--- src/rtl/pri_pkg.sv ---
// Shared definitions for the request-capture stage and the 16-to-4 priority
// encoder that consumes its pending vector.
//
// Contents:
//   WIDTH          default number of request lines / encoder inputs
//   IDX_W          width of an index into the request vector
//   PRI_NONE_CODE  encoder output when no request is pending
//   idx_hits()     true when an index addresses a given bit and is in range
package pri_pkg;

    localparam int WIDTH = 16;
    localparam int IDX_W = $clog2(WIDTH);

    localparam logic [7:0] PRI_NONE_CODE = 8'hF0;

    // An index at or beyond the vector width addresses nothing.
    function automatic bit idx_hits(
        input int unsigned idx,
        input int unsigned bit_pos,
        input int unsigned width
    );
        return (idx < width) && (idx == bit_pos);
    endfunction

endpackage

--- src/rtl/pri_sync.sv ---
// Single-bit synchroniser for one asynchronous request line.
//
// Ports:
//   clk    clock
//   rst    synchronous active-high reset, clears every stage
//   d_in   asynchronous input
//   s_out  synchronised output, SYNC_STAGES edges behind d_in
module pri_sync #(
    parameter int SYNC_STAGES = 2
) (
    input  logic clk,
    input  logic rst,
    input  logic d_in,
    output logic s_out
);

    logic [SYNC_STAGES-1:0] stg_q;
    logic [SYNC_STAGES-1:0] stg_d;

    always_comb begin
        stg_d = {stg_q[SYNC_STAGES-2:0], d_in};
    end

    always_ff @(posedge clk) begin
        if (rst) begin
            stg_q <= '0;
        end else begin
            stg_q <= stg_d;
        end
    end

    assign s_out = stg_q[SYNC_STAGES-1];

endmodule

--- src/rtl/pri_req_latch.sv ---
// Request-capture stage in front of the priority encoder. Each request line is
// synchronised, rising edges are detected, and every event is held as a sticky
// pending bit until the consumer acknowledges that index. Re-assertion of a
// line whose bit is still pending is a lost event and is counted.
//
// Ports:
//   clk        clock
//   rst        synchronous active-high reset
//   req_in     asynchronous request lines, a rising edge is one event
//   mask_in    per-line capture enable (1 = capture)
//   ack_valid  consumer serviced ack_idx this cycle
//   ack_idx    index being acknowledged, out-of-range values are ignored
//   clr_drop   zero the dropped-event counter
//   pend_out   registered pending vector, feeds the encoder
//   pend_any   registered OR of the pending vector
//   drop_cnt   saturating count of cycles with at least one dropped event
module pri_req_latch #(
    parameter int WIDTH       = pri_pkg::WIDTH,
    parameter int SYNC_STAGES = 2,
    parameter int CNT_W       = 8,
    localparam int ACK_IDX_W  = (WIDTH > 1) ? $clog2(WIDTH) : 1
) (
    input  logic                 clk,
    input  logic                 rst,
    input  logic [WIDTH-1:0]     req_in,
    input  logic [WIDTH-1:0]     mask_in,
    input  logic                 ack_valid,
    input  logic [ACK_IDX_W-1:0] ack_idx,
    input  logic                 clr_drop,
    output logic [WIDTH-1:0]     pend_out,
    output logic                 pend_any,
    output logic [CNT_W-1:0]     drop_cnt
);

    import pri_pkg::*;

    localparam logic [CNT_W-1:0] CNT_ONE = {{(CNT_W-1){1'b0}}, 1'b1};

    logic [WIDTH-1:0] s_sync;

    logic [WIDTH-1:0] prev_q;
    logic [WIDTH-1:0] prev_d;
    logic [WIDTH-1:0] pend_q;
    logic [WIDTH-1:0] pend_d;
    logic             pend_any_q;
    logic             pend_any_d;
    logic [CNT_W-1:0] drop_cnt_q;
    logic [CNT_W-1:0] drop_cnt_d;

    logic [WIDTH-1:0] rise;
    logic [WIDTH-1:0] clr_hit;
    logic [WIDTH-1:0] drop_vec;
    logic [CNT_W-1:0] cnt_base;

    for (genvar g = 0; g < WIDTH; g++) begin : g_sync
        pri_sync #(
            .SYNC_STAGES (SYNC_STAGES)
        ) u_sync (
            .clk   (clk),
            .rst   (rst),
            .d_in  (req_in[g]),
            .s_out (s_sync[g])
        );
    end

    always_comb begin
        prev_d  = s_sync;
        rise    = s_sync & ~prev_q & mask_in;

        clr_hit = '0;
        for (int i = 0; i < WIDTH; i++) begin
            clr_hit[i] = ack_valid & idx_hits(32'(ack_idx), i, WIDTH);
        end

        // A set and a clear on the same bit is a fresh event after service:
        // the set wins and it is not a drop.
        drop_vec   = rise & pend_q & ~clr_hit;
        pend_d     = rise | (pend_q & ~clr_hit);
        pend_any_d = |pend_d;

        // Clear first, then count, so a drop coinciding with clr_drop gives 1.
        cnt_base   = clr_drop ? '0 : drop_cnt_q;
        drop_cnt_d = cnt_base;
        if ((|drop_vec) && (cnt_base != '1)) begin
            drop_cnt_d = cnt_base + CNT_ONE;
        end
    end

    always_ff @(posedge clk) begin
        if (rst) begin
            prev_q     <= '0;
            pend_q     <= '0;
            pend_any_q <= 1'b0;
            drop_cnt_q <= '0;
        end else begin
            prev_q     <= prev_d;
            pend_q     <= pend_d;
            pend_any_q <= pend_any_d;
            drop_cnt_q <= drop_cnt_d;
        end
    end

    assign pend_out = pend_q;
    assign pend_any = pend_any_q;
    assign drop_cnt = drop_cnt_q;

endmodule

--- config.mk ---
export PLATFORM = sky130hd
export DESIGN_NAME = pri_req_latch
export DESIGN_NICKNAME = d
export VERILOG_FILES = /design/src/rtl/pri_pkg.sv /design/src/rtl/pri_sync.sv /design/src/rtl/pri_req_latch.sv
export SDC_FILE = /design/constraint.sdc
export NUM_CORES = 1
export LEC_CHECK = 0
export ABC_AREA = 1
export BUFFER_PORTS_ARGS = -buffer_cell sky130_fd_sc_hd__buf_2
export CORE_MARGIN = 3
export CORE_UTILIZATION = 48
export CTS_BUF_LIST = sky130_fd_sc_hd__clkbuf_16
export DETAILED_ROUTE_END_ITERATION = 10
export GPL_TIMING_DRIVEN = 0
export HOLD_SLACK_MARGIN = 0.1
export PLACE_DENSITY = 0.75
export SLEW_MARGIN = 20
export SYNTH_ARGS = -nofsm -noshare
export SYNTH_HDL_FRONTEND = slang
export SYNTH_SLANG_ARGS = --single-unit
--- constraint.sdc ---
create_clock -name clk -period 1.65 [get_ports clk]
set_input_delay 0.165 -clock clk [delete_from_list [all_inputs] [get_ports clk]]
set_output_delay 0.165 -clock clk [all_outputs]
set_load 0.02 [all_outputs]
* Word level (Yosys, flattened, before mapping)
Index checks and enable logic that the tools add are counted.
Storage, ports and cells: register bits 73, input bits 40, output and inout port bits 25, logic and storage cells 67
Operators by class: add/subtract/negate cells 1, equality and inequality tests 16, muxes and demuxes 2, bitwise gates (word level) 24, reduce and logical (&&, ||, !) cells 4
Operators with widths (number):
- 16-bit bitwise AND | 5
- 4-bit == test, second input constant | 8
- 16-bit inverter | 2
- 16-bit OR reduction | 2
- 1-bit bitwise AND | 16
- 4-bit by 3-bit == test with 1-bit output, second input constant | 4
- 8-bit 2-to-1 mux | 2
- 16-bit bitwise OR | 1
- 8-bit by 1-bit adder with 8-bit output, second input constant | 1
- 4-bit by 2-bit == test with 1-bit output, second input constant | 2
- 8-bit != test, second input constant | 1
- 4-bit by 1-bit == test with 1-bit output, second input constant | 1
- 4-bit zero test | 1
- 1-bit logical AND | 1

* Longest topological paths before layout
Gate-level depths: netlist (run 1).
depth after elaboration 8, mapped depth 13, mapped depth without buffers 13

* Modules after synthesis
A second synthesis (run 1) with hierarchy kept.
Second synthesis, totals: cells, all modules 415, area total of the unflattened synthesis 2932.8 um^2
Modules (own cells, without submodules):
- pri_req_latch | instances 1, cells an instance 319, area an instance 2052.0 um^2, seq. area each 820.8 um^2
- pri_sync | instances 16, cells an instance 6, area an instance 55.1 um^2, seq. area each 40.0 um^2

* Worst setup path after synthesis (run 1)
Ideal clock, no wire load.
path kind flip-flop to flip-flop, from reg drop_cnt_q[0] (netlist: drop_cnt[0]), to reg drop_cnt_q[3] (netlist: drop_cnt[3]), setup time 113 ps, arrival 1625 ps, data required time 1537 ps, slack -88 ps, stages on the path, launching flop included 13, path buffers 0, clock period less this slack 1738 ps, cells stage by stage dfxtp_1 -> inv_1 -> nor2_1 -> ha_1 -> nand3_1 -> nor2_2 -> nand3_4 -> nand2_1 -> inv_1 -> nand2_1 -> nand2_1 -> nand2_1 -> nor2_1
On the way: longest elaborated chain between the ends 4, elaborated cells on any way between the ends 5, those cells by class 1 x add/sub; 1 x eq/ne; 2 x mux; 1 x reduce/logical
RTL lines:
- start, declared | line pri_req_latch.sv:47 | logic [CNT_W-1:0] drop_cnt_q;
- start signal, assigned | line pri_req_latch.sv:99 | drop_cnt_q <= drop_cnt_d;
- 8-bit 2-to-1 mux (*) | line pri_req_latch.sv:82 | cnt_base = clr_drop ? '0 : drop_cnt_q;
- parallel branches: the longest is 2 deep, another holds 8-bit by 1-bit adder with 8-bit output
- 8-bit 2-to-1 mux (*) | line pri_req_latch.sv:84 | if ((|drop_vec) && (cnt_base != '1)) begin
Mark *: on every way between the ends. A chain may end at the register's enable or synchronous reset.

* Worst setup path in the final report (run 1)
Same ends and word-level chain as after synthesis.

==> impl_table.tex, run 1 <==
\begin{tabular}{lr}
\hline
Metric & Value \\
\hline
\multicolumn{2}{l}{\textbf{Global routing}} \\
First-pass GRT wire length & roughly 12 mm \\
Overflow left after global routing & 0 \\
Largest net degree at the start of global routing & 13 \\
Via count of the first global-routing pass & about 2.7k \\
Global-route usage over all layers & around 21\% \\
Initial antenna violation count & 0 \\
\multicolumn{2}{l}{\textbf{Placed design}} \\
DP Wirelength & 4.79 mm \\
Port Buffer Count & just over 60 \\
Final GP Congestion & $\sim$0.86 \\
\multicolumn{2}{l}{\textbf{STA}} \\
Total count of hold-check failures in the final report & 0 \\
Max transition margin & 63.4\% \\
Slew Viols, Final & 0 \\
Transition time of the tightest slew-check pin & between 0.5 and 0.6 ns \\
Final critical path time including I/O delays and setup & 1.61 ns \\
Unrepaired setup endpoints after global routing & yes \\
Hold WS & between 0.1 and 0.15 ns \\
Final cycle utilization of the critical path & around 98\% \\
Final setup fails & 0 \\
Maximum clock frequency & around 620 MHz \\
Worst Clk Skew & 0.00665 ns \\
\multicolumn{2}{l}{\textbf{Pwr}} \\
Power share of the sequential group & $\sim$43\% \\
Clock network fraction of design power & 49.7\% \\
Logic pwr share & 7.4\% \\
Switching power & 0.908 mW \\
Design internal power & roughly 3.4 mW \\
Switching fraction of total power & a little over a fifth \\
Cell Pwr Density & about 1100 nW/um\^{}2 \\
Leakage & 1.86 nW \\
Peak supply drop & between 700 and 800 uV \\
\multicolumn{2}{l}{\textbf{Clock tree}} \\
Clock root cell & sky130\_fd\_sc\_hd\_\_clkbuf\_16 \\
Clk Latency, worst-skew pair & between 0.3 and 0.4 ns \\
CTS tree & built \\
H-tree lvl count & 3 \\
Number of buffers on the longest clock path & 2 \\
TritonCTS Sinks & 73 \\
Post-CTS clock slew at the launch and capture registers of the worst setup and hold paths & 0.06 ns \\
Inserted Clock Buffers & 9 \\
\multicolumn{2}{l}{\textbf{Worst setup path}} \\
Path type of the worst setup path & register to register \\
Delay of the slowest cell on the worst path & roughly 0.34 ns \\
Critical path endpoint category & register \\
Worst reg-to-reg path cell count & 12 \\
Critical path peak fanout & 7 \\
Setup slack on the worst flop-to-flop path & around 0.04 ns \\
Slowest library cell on the worst path & sky130\_fd\_sc\_hd\_\_dfxtp\_2 \\
Destination of the worst register-to-register timing path & drop\_cnt[3] \\
Startpoint type of the worst setup path & register \\
Critical path startpoint & drop\_cnt[0] \\
Endpoint arrival time on the critical path & about 1.8 ns \\
Required @ worst endpoint & around 1.9 ns \\
Worst flop-to-flop path startpoint & drop\_cnt[0] \\
Crit path cell chain & inv\_2, nor2\_4, ha\_4, nand3\_4, nor2\_4, nand3\_4, nand2\_4, inv\_2, nand2\_2, nand2\_1, nand2\_1, nor2\_1 \\
Capturing instance or port of the critical path & drop\_cnt[3] \\
\multicolumn{2}{l}{\textbf{Floorplanning}} \\
Die outline area & 7120 um\^{}2 \\
I/O pin cnt & 65 \\
Initial Util & around half \\
Overall die width & between 80 and 90 um \\
Height of the die & about 84 um \\
Core Area & roughly 5700 um\^{}2 \\
Std cell rows & 27 \\
\multicolumn{2}{l}{\textbf{Worst hold path}} \\
Min-delay worst type & input pin to register \\
\multicolumn{2}{l}{\textbf{Logic synthesis}} \\
Count of yosys warnings during synthesis & 0 \\
Total nets after synthesis & $\sim$460 \\
Proportion of synthesized chip area in sequential cells & $\sim$50\% \\
Post-synthesis average cell area & approximately 7 um\^{}2 \\
Cell area after technology mapping & around 3000 um\^{}2 \\
Synth cell types & 24 \\
Post-Synthesis Cells & 415 \\
Synth Register Bits & 73 \\
\multicolumn{2}{l}{\textbf{Final layout}} \\
Fraction of final layout cells sized beyond drive strength 1 & about a fifth \\
Final core utilization & a little over two thirds \\
P\&R area growth vs syn & 34.5\% \\
Most frequent cells in the layout & sky130\_fd\_sc\_hd\_\_nor2\_1, sky130\_fd\_sc\_hd\_\_inv\_1, sky130\_fd\_sc\_hd\_\_dfxtp\_1, sky130\_fd\_sc\_hd\_\_buf\_2, sky130\_fd\_sc\_hd\_\_nand2\_1 \\
Final \#Nets & between 500 and 600 \\
Antenna Diode Count & 0 \\
Most common cell after layout, fill and taps aside & sky130\_fd\_sc\_hd\_\_nor2\_1 \\
\multicolumn{2}{l}{\textbf{Route}} \\
DR WL/cell & about 12 um \\
Aggregate routed wire length & $\sim$6.9 mm \\
Via count & 2740 \\
Drt drc & 0 \\
Number of DRC markers after the initial detailed-route iteration & $\sim$150 \\
Avg Vias per Cell & approximately 4.7 \\
Antenna viol nets, final & 0 \\
Number of iterations in the first detailed-routing pass & 5 \\
\multicolumn{2}{l}{\textbf{Flow run}} \\
Max-cap viol count & 0 \\
\multicolumn{2}{l}{\textbf{Run status}} \\
Result of the run & completed \\
\hline
\end{tabular}
final cells by class:
cell class,count,area [um^2]
clock buffer,9,225
timing repair buffer,86,531
multi-input combinational,239,1140
inverter,94,353
clock inverter,6,109
tap,72,90.1
fill,466,1740
sequential,73,1460
buffer,9,55.1
metal layers:
metal	track usage [%]	vias to the layer above	part of all wire, %
li1	-	1426	-
met1	24.6	1208	43
met2	33.9	92	48
met3	4.91	14	6.3
met4	12.2	0	2.2
met5	0	-	0
worst min path at each step:
stage	to	startpoint	cells after the start
2_1_floorplan	g_sync[0].u_sync.stg_q[0]	req_in[0]	2
3_3_place_gp	g_sync[9].u_sync.stg_q[0]	req_in[9]	3
3_5_place_dp	g_sync[4].u_sync.stg_q[0]	req_in[4]	3
4_1_cts	drop_cnt[6]	rst	4
5_1_grt	drop_cnt[3]	rst	4
6_report	drop_cnt[3]	rst	4
cells by family (layout without fill, tap and decap cells):
| group | after synthesis | count (layout) | synth area share (%) |
|---|---|---|---|
| buffers and inverters | 103 | 204 | 13.8 |
| AO/OA/AOI/OAI | 26 | 26 | 5.09 |
| adder cells (fa/ha/maj) | 1 | 1 | 0.424 |
| AND/OR/NAND/NOR | 209 | 209 | 30.2 |
| XOR/XNOR | 3 | 3 | 0.891 |
| flip-flops | 73 | 73 | 49.5 |
state kept, by name, indices dropped and copies added, names as in the netlist:
register and flops:
drop_cnt 8, g_sync.u_sync.stg_q 32, pend_any 1, pend_out 16, prev_q 16
cells in the mapped netlist:
library cell | n | share of area (%)
sky130_fd_sc_hd__nor3_1 | 1 | 0.17
sky130_fd_sc_hd__a32oi_1 | 3 | 0.89
sky130_fd_sc_hd__a21oi_2 | 1 | 0.30
sky130_fd_sc_hd__ha_1 | 1 | 0.42
sky130_fd_sc_hd__nand2_1 | 48 | 6.1
sky130_fd_sc_hd__nor2_4 | 1 | 0.38
sky130_fd_sc_hd__xnor2_1 | 2 | 0.59
sky130_fd_sc_hd__clkbuf_1 | 6 | 0.76
sky130_fd_sc_hd__nand3_1 | 26 | 4.4
sky130_fd_sc_hd__o21ai_0 | 4 | 0.68
sky130_fd_sc_hd__a21boi_0 | 2 | 0.51
sky130_fd_sc_hd__nand4_1 | 8 | 1.7
sky130_fd_sc_hd__inv_1 | 94 | 12
sky130_fd_sc_hd__nand3b_1 | 2 | 0.51
sky130_fd_sc_hd__buf_4 | 1 | 0.25
sky130_fd_sc_hd__dfxtp_1 | 73 | 50
sky130_fd_sc_hd__nand3_4 | 1 | 0.59
sky130_fd_sc_hd__nand2_4 | 2 | 0.76
sky130_fd_sc_hd__a21oi_1 | 16 | 2.7
sky130_fd_sc_hd__nor2_2 | 4 | 0.85
sky130_fd_sc_hd__nor2_1 | 116 | 15
sky130_fd_sc_hd__buf_6 | 1 | 0.38
sky130_fd_sc_hd__clkbuf_8 | 1 | 0.47
sky130_fd_sc_hd__xor2_1 | 1 | 0.30
critical path, delay by kind of cell, from the launching register on:
kind,cells,cell delay [ns]
simple gates,9,0.91
flops,1,0.34
buf+inv,2,0.08
fa+ha+maj,1,0.18
timing repair:
item | 4_1_cts | 5_1_grt
gates resized for setup | 5 | 9
setup buffers | 1 | 7
setup endpoints to repair | 7 | 4
pin swaps | 1 | 6
hold buffers | 16 | 0
endpoints found under the hold margin | 16 | 0
cloned | 0 | 0
power by group through the flow:
stage | registers, mW | clock network [mW] | logic [mW]
2_1_floorplan | 1.91 | 0 | 0.148
3_3_place_gp | 1.89 | 0 | 0.275
3_5_place_dp | 1.89 | 0 | 0.281
4_1_cts | 1.86 | 2.20 | 0.315
5_1_grt | 1.86 | 2.26 | 0.362
6_report | 1.86 | 2.15 | 0.321
through the flow:
step                      instance area (um^2)  TNS [ns]  setup WS, ns  std cells  power, mW
after global placement                    3360    -0.182       -0.0923        549       2.17
after CTS                                 3880         0        0.0278        581       4.37
final                                     3970         0        0.0401        588       4.33
after floorplan                           2960         0       0.00122        415       2.06
after detailed placement                  3360    -0.715        -0.196        549       2.17
after global routing                      3970    -0.109       -0.0507        588       4.49
Power figures use the tool's default switching activity.
==> run 2, diff against run 1 <==
--- a/config.mk
+++ b/config.mk
@@ -5,7 +5,6 @@
 export SDC_FILE = /design/constraint.sdc
 export NUM_CORES = 1
 export LEC_CHECK = 0
-export ABC_AREA = 1
 export BUFFER_PORTS_ARGS = -buffer_cell sky130_fd_sc_hd__buf_2
 export CORE_MARGIN = 3
 export CORE_UTILIZATION = 48
==> impl_table.tex, run 2 <==
\begin{tabular}{lr}
\hline
Metric & Value \\
\hline
\multicolumn{2}{l}{\textbf{Logic synthesis}} \\
Async set or reset register ratio after synthesis & 0\% \\
Most instantiated cells after synthesis & sky130\_fd\_sc\_hd\_\_dfxtp\_1, sky130\_fd\_sc\_hd\_\_nor2b\_1, sky130\_fd\_sc\_hd\_\_nand2\_1, sky130\_fd\_sc\_hd\_\_nor2\_1, sky130\_fd\_sc\_hd\_\_a21oi\_1 \\
Total nets after synthesis & approximately 350 \\
Largest family of logic cells by synthesized area & simple AND/OR/NAND/NOR gates \\
Synth cell types & 37 \\
Cell area after technology mapping & between 2000 and 3000 um\^{}2 \\
Area contributors post-synth & sky130\_fd\_sc\_hd\_\_dfxtp\_1, sky130\_fd\_sc\_hd\_\_nor2b\_1, sky130\_fd\_sc\_hd\_\_nand2\_1 \\
Post-synthesis compound-gate area fraction & between 10\% and 20\% \\
Predominant post-synthesis flop cell & sky130\_fd\_sc\_hd\_\_dfxtp\_1 \\
Post-synthesis average cell area & between 9 and 10 um\^{}2 \\
Xor-xnor portion of the synthesized cell area & 0\% \\
Synth Register Bits & 73 \\
Count of yosys warnings during synthesis & 0 \\
Portion of netlist area occupied by mux cells & about 1.1\% \\
Proportion of synthesized chip area in sequential cells & 51.1\% \\
Adder-cell area share of the yosys netlist & less than 1\% \\
Post-synth top area share & between 50\% and 60\% \\
Simple logic cell fraction of the synthesized area & between 30\% and 40\% \\
EDFF count, synth & 0 \\
Most repeated cell in the gate-level netlist after synthesis & sky130\_fd\_sc\_hd\_\_dfxtp\_1 \\
Cell type contributing the most total cell area after synthesis & sky130\_fd\_sc\_hd\_\_dfxtp\_1 \\
Post-Synthesis Cells & approximately 310 \\
\multicolumn{2}{l}{\textbf{Placed design}} \\
Placement Setup Slack & -0.555 ns \\
Placed Instance Area & approximately 3300 um\^{}2 \\
Final GP Congestion & just under 0.9 \\
Port Buffer Count & between 60 and 70 \\
DP Wirelength & between 4 and 5 mm \\
\multicolumn{2}{l}{\textbf{STA}} \\
Transition time of the tightest slew-check pin & between 0.5 and 0.6 ns \\
Unrepaired setup endpoints after global routing & yes \\
Total count of hold-check failures in the final report & 0 \\
Final setup fails & 8 \\
Hold WS & about 0.19 ns \\
Maximum clock frequency & roughly 520 MHz \\
Slew Viols, Final & 0 \\
Final critical path time including I/O delays and setup & between 1.5 and 2 ns \\
Final cycle utilization of the critical path & 116\% \\
Worst Clk Skew & $\sim$0.0041 ns \\
Final WS setup & -0.260 ns \\
Max transition margin & 62.7\% \\
\multicolumn{2}{l}{\textbf{Pwr}} \\
Cell Pwr Density & roughly 1000 nW/um\^{}2 \\
Overall power consumption & slightly above 4 mW \\
Leakage & $\sim$1.7 nW \\
Peak supply drop & $\sim$950 uV \\
\multicolumn{2}{l}{\textbf{Floorplanning}} \\
Height of the die & 83.2 um \\
Initial Util & between 50 and 60\% \\
Die outline area & 6920 um\^{}2 \\
Core Area & between 5000 and 6000 um\^{}2 \\
I/O pin cnt & 65 \\
Overall die width & roughly 83 um \\
Std cell rows & 27 \\
\multicolumn{2}{l}{\textbf{Final layout}} \\
Non-Filler Cell Area, Final & slightly below 4000 um\^{}2 \\
Fraction of final layout cells sized beyond drive strength 1 & about 30\% \\
Antenna Diode Count & 0 \\
Flip-flop count of the largest register, all copies and words added & 32 \\
Register bank with the most flops & g\_sync.u\_sync.stg\_q \\
Most frequent cells in the layout & sky130\_fd\_sc\_hd\_\_dfxtp\_1, sky130\_fd\_sc\_hd\_\_buf\_2, sky130\_fd\_sc\_hd\_\_nor2b\_1, sky130\_fd\_sc\_hd\_\_nand2\_1, sky130\_fd\_sc\_hd\_\_nor2\_1 \\
Most common cell after layout, fill and taps aside & sky130\_fd\_sc\_hd\_\_dfxtp\_1 \\
Final \#Nets & $\sim$450 \\
P\&R area growth vs syn & 37.5\% \\
Final core utilization & between 60\% and 70\% \\
\multicolumn{2}{l}{\textbf{Worst setup path}} \\
Startpoint type of the worst setup path & register \\
Path type of the worst setup path & register to register \\
Worst reg-to-reg path cell count & 7 \\
Top cell by count, worst path & sky130\_fd\_sc\_hd\_\_nand4\_1 \\
Setup slack on the worst flop-to-flop path & -0.26 ns \\
Crit path cell chain & nor2b\_4, ha\_4, and3\_4, nand4\_1, nand4\_1, nor2\_4, mux2\_4 \\
Delay of the slowest cell on the worst path & between 0.3 and 0.4 ns \\
Required @ worst endpoint & between 1.5 and 2 ns \\
Critical path peak fanout & 4 \\
Critical path endpoint category & register \\
Slowest library cell on the worst path & sky130\_fd\_sc\_hd\_\_dfxtp\_4 \\
Endpoint arrival time on the critical path & between 2 and 2.5 ns \\
\multicolumn{2}{l}{\textbf{Route}} \\
Via count & $\sim$2.5k \\
Drt drc & 0 \\
Avg Vias per Cell & about 5.3 \\
Number of iterations in the first detailed-routing pass & 4 \\
Antenna viol nets, final & 0 \\
Number of DRC markers after the initial detailed-route iteration & approximately 130 \\
DR WL/cell & around 15 um \\
Aggregate routed wire length & around 7.2 mm \\
\multicolumn{2}{l}{\textbf{Clock tree}} \\
Inserted Clock Buffers & 9 \\
CTS tree & built \\
TritonCTS Sinks & 73 \\
Clock root cell & sky130\_fd\_sc\_hd\_\_clkbuf\_16 \\
Post-CTS clock slew at the launch and capture registers of the worst setup and hold paths & 0.05 ns \\
Clk Latency, worst-skew pair & between 0.3 and 0.4 ns \\
Number of buffers on the longest clock path & 2 \\
H-tree lvl count & 3 \\
\multicolumn{2}{l}{\textbf{Worst hold path}} \\
Hold Path Stages & 2 \\
Min-delay worst type & input pin to register \\
\multicolumn{2}{l}{\textbf{Global routing}} \\
Overflow left after global routing & 0 \\
Initial antenna violation count & 0 \\
Global-route usage over all layers & a little over a fifth \\
Via count of the first global-routing pass & roughly 2.6k \\
First-pass GRT wire length & $\sim$12 mm \\
Largest net degree at the start of global routing & 14 \\
\multicolumn{2}{l}{\textbf{Run status}} \\
Violations in the final reports & setup timing \\
Result of the run & finished with violations \\
\multicolumn{2}{l}{\textbf{Flow run}} \\
Max-cap viol count & 0 \\
\hline
\end{tabular}
## run 2: changes by cell type in the layout (fill, tap and decap cells not counted), sizes merged, moves of 12 or more
cell / change
nand4b: +12
nor2b: +61
inv: -89
nand3: -22
nor2: -87
nand2: -14
## run 2: area by class of cell
class / instances / area [um^2]
buffer: 14 / 77.6
fill: 430 / 1710
sequential: 73 / 1470
tap: 72 / 90.1
timing repair buffer: 88 / 548
multi-input combinational: 216 / 1440
clock inverter: 7 / 70.1
inverter: 3 / 11.3
clock buffer: 9 / 225
## run 2: worst max-delay path, delay by kind of cell (launching register included)
kind,cells,cell delay [ns]
multiplexers,1,0.31
adder cells (fa/ha/maj),1,0.17
AND/OR/NAND/NOR,5,0.97
flip-flops,1,0.34
## run 2: repair_timing
item / in CTS / in global routing
pin swaps: 10 / 4
endpoints found under the hold margin: 16 / 0
resized for setup: 20 / 7
buffers inserted: 8 / 0
setup endpoints to repair: 8 / 8
hold buffers: 16 / 0
## run 2: final timing paths
check                                  from                        end
setup / recovery                drop_cnt[0]                drop_cnt[3]
hold / removal                     clr_drop                drop_cnt[4]
hold reg to reg   g_sync[3].u_sync.stg_q[0]  g_sync[3].u_sync.stg_q[1]
setup reg to reg                drop_cnt[0]                drop_cnt[3]
## run 2: cells by family after synthesis
kind of cell    after synthesis
compound gates               44
fa+ha+maj                     1
buf+inv                      17
flops                        73
mux                           3
simple gates                168
## run 2: report_power, final
group / total, mW / switching, mW / internal (mW)
clock network: 1.91 / 0.740 / 1.17
logic: 0.343 / 0.184 / 0.159
registers: 1.86 / 0.0305 / 1.83
total: 4.11 / 0.954 / 3.16
## run 2: routing by layer
layer / vias to the layer above / wire, um / global-route usage (%)
met4: 0 / 227 / 11.7
met3: 20 / 395 / 6.05
met1: 1186 / 3070 / 24.2
met2: 89 / 3550 / 36.9
li1: 1250 / - / -
met5: - / 0 / 0
## run 2: per-stage QoR
| stage | TNS [ns] | std cells |
|---|---|---|
| floorplan | -0.292 | 306 |
| finish | -1.26 | 482 |
| detailed placement | -3.61 | 442 |
| global route | -1.68 | 482 |
| CTS | -0.493 | 482 |
| global placement | -3.57 | 442 |
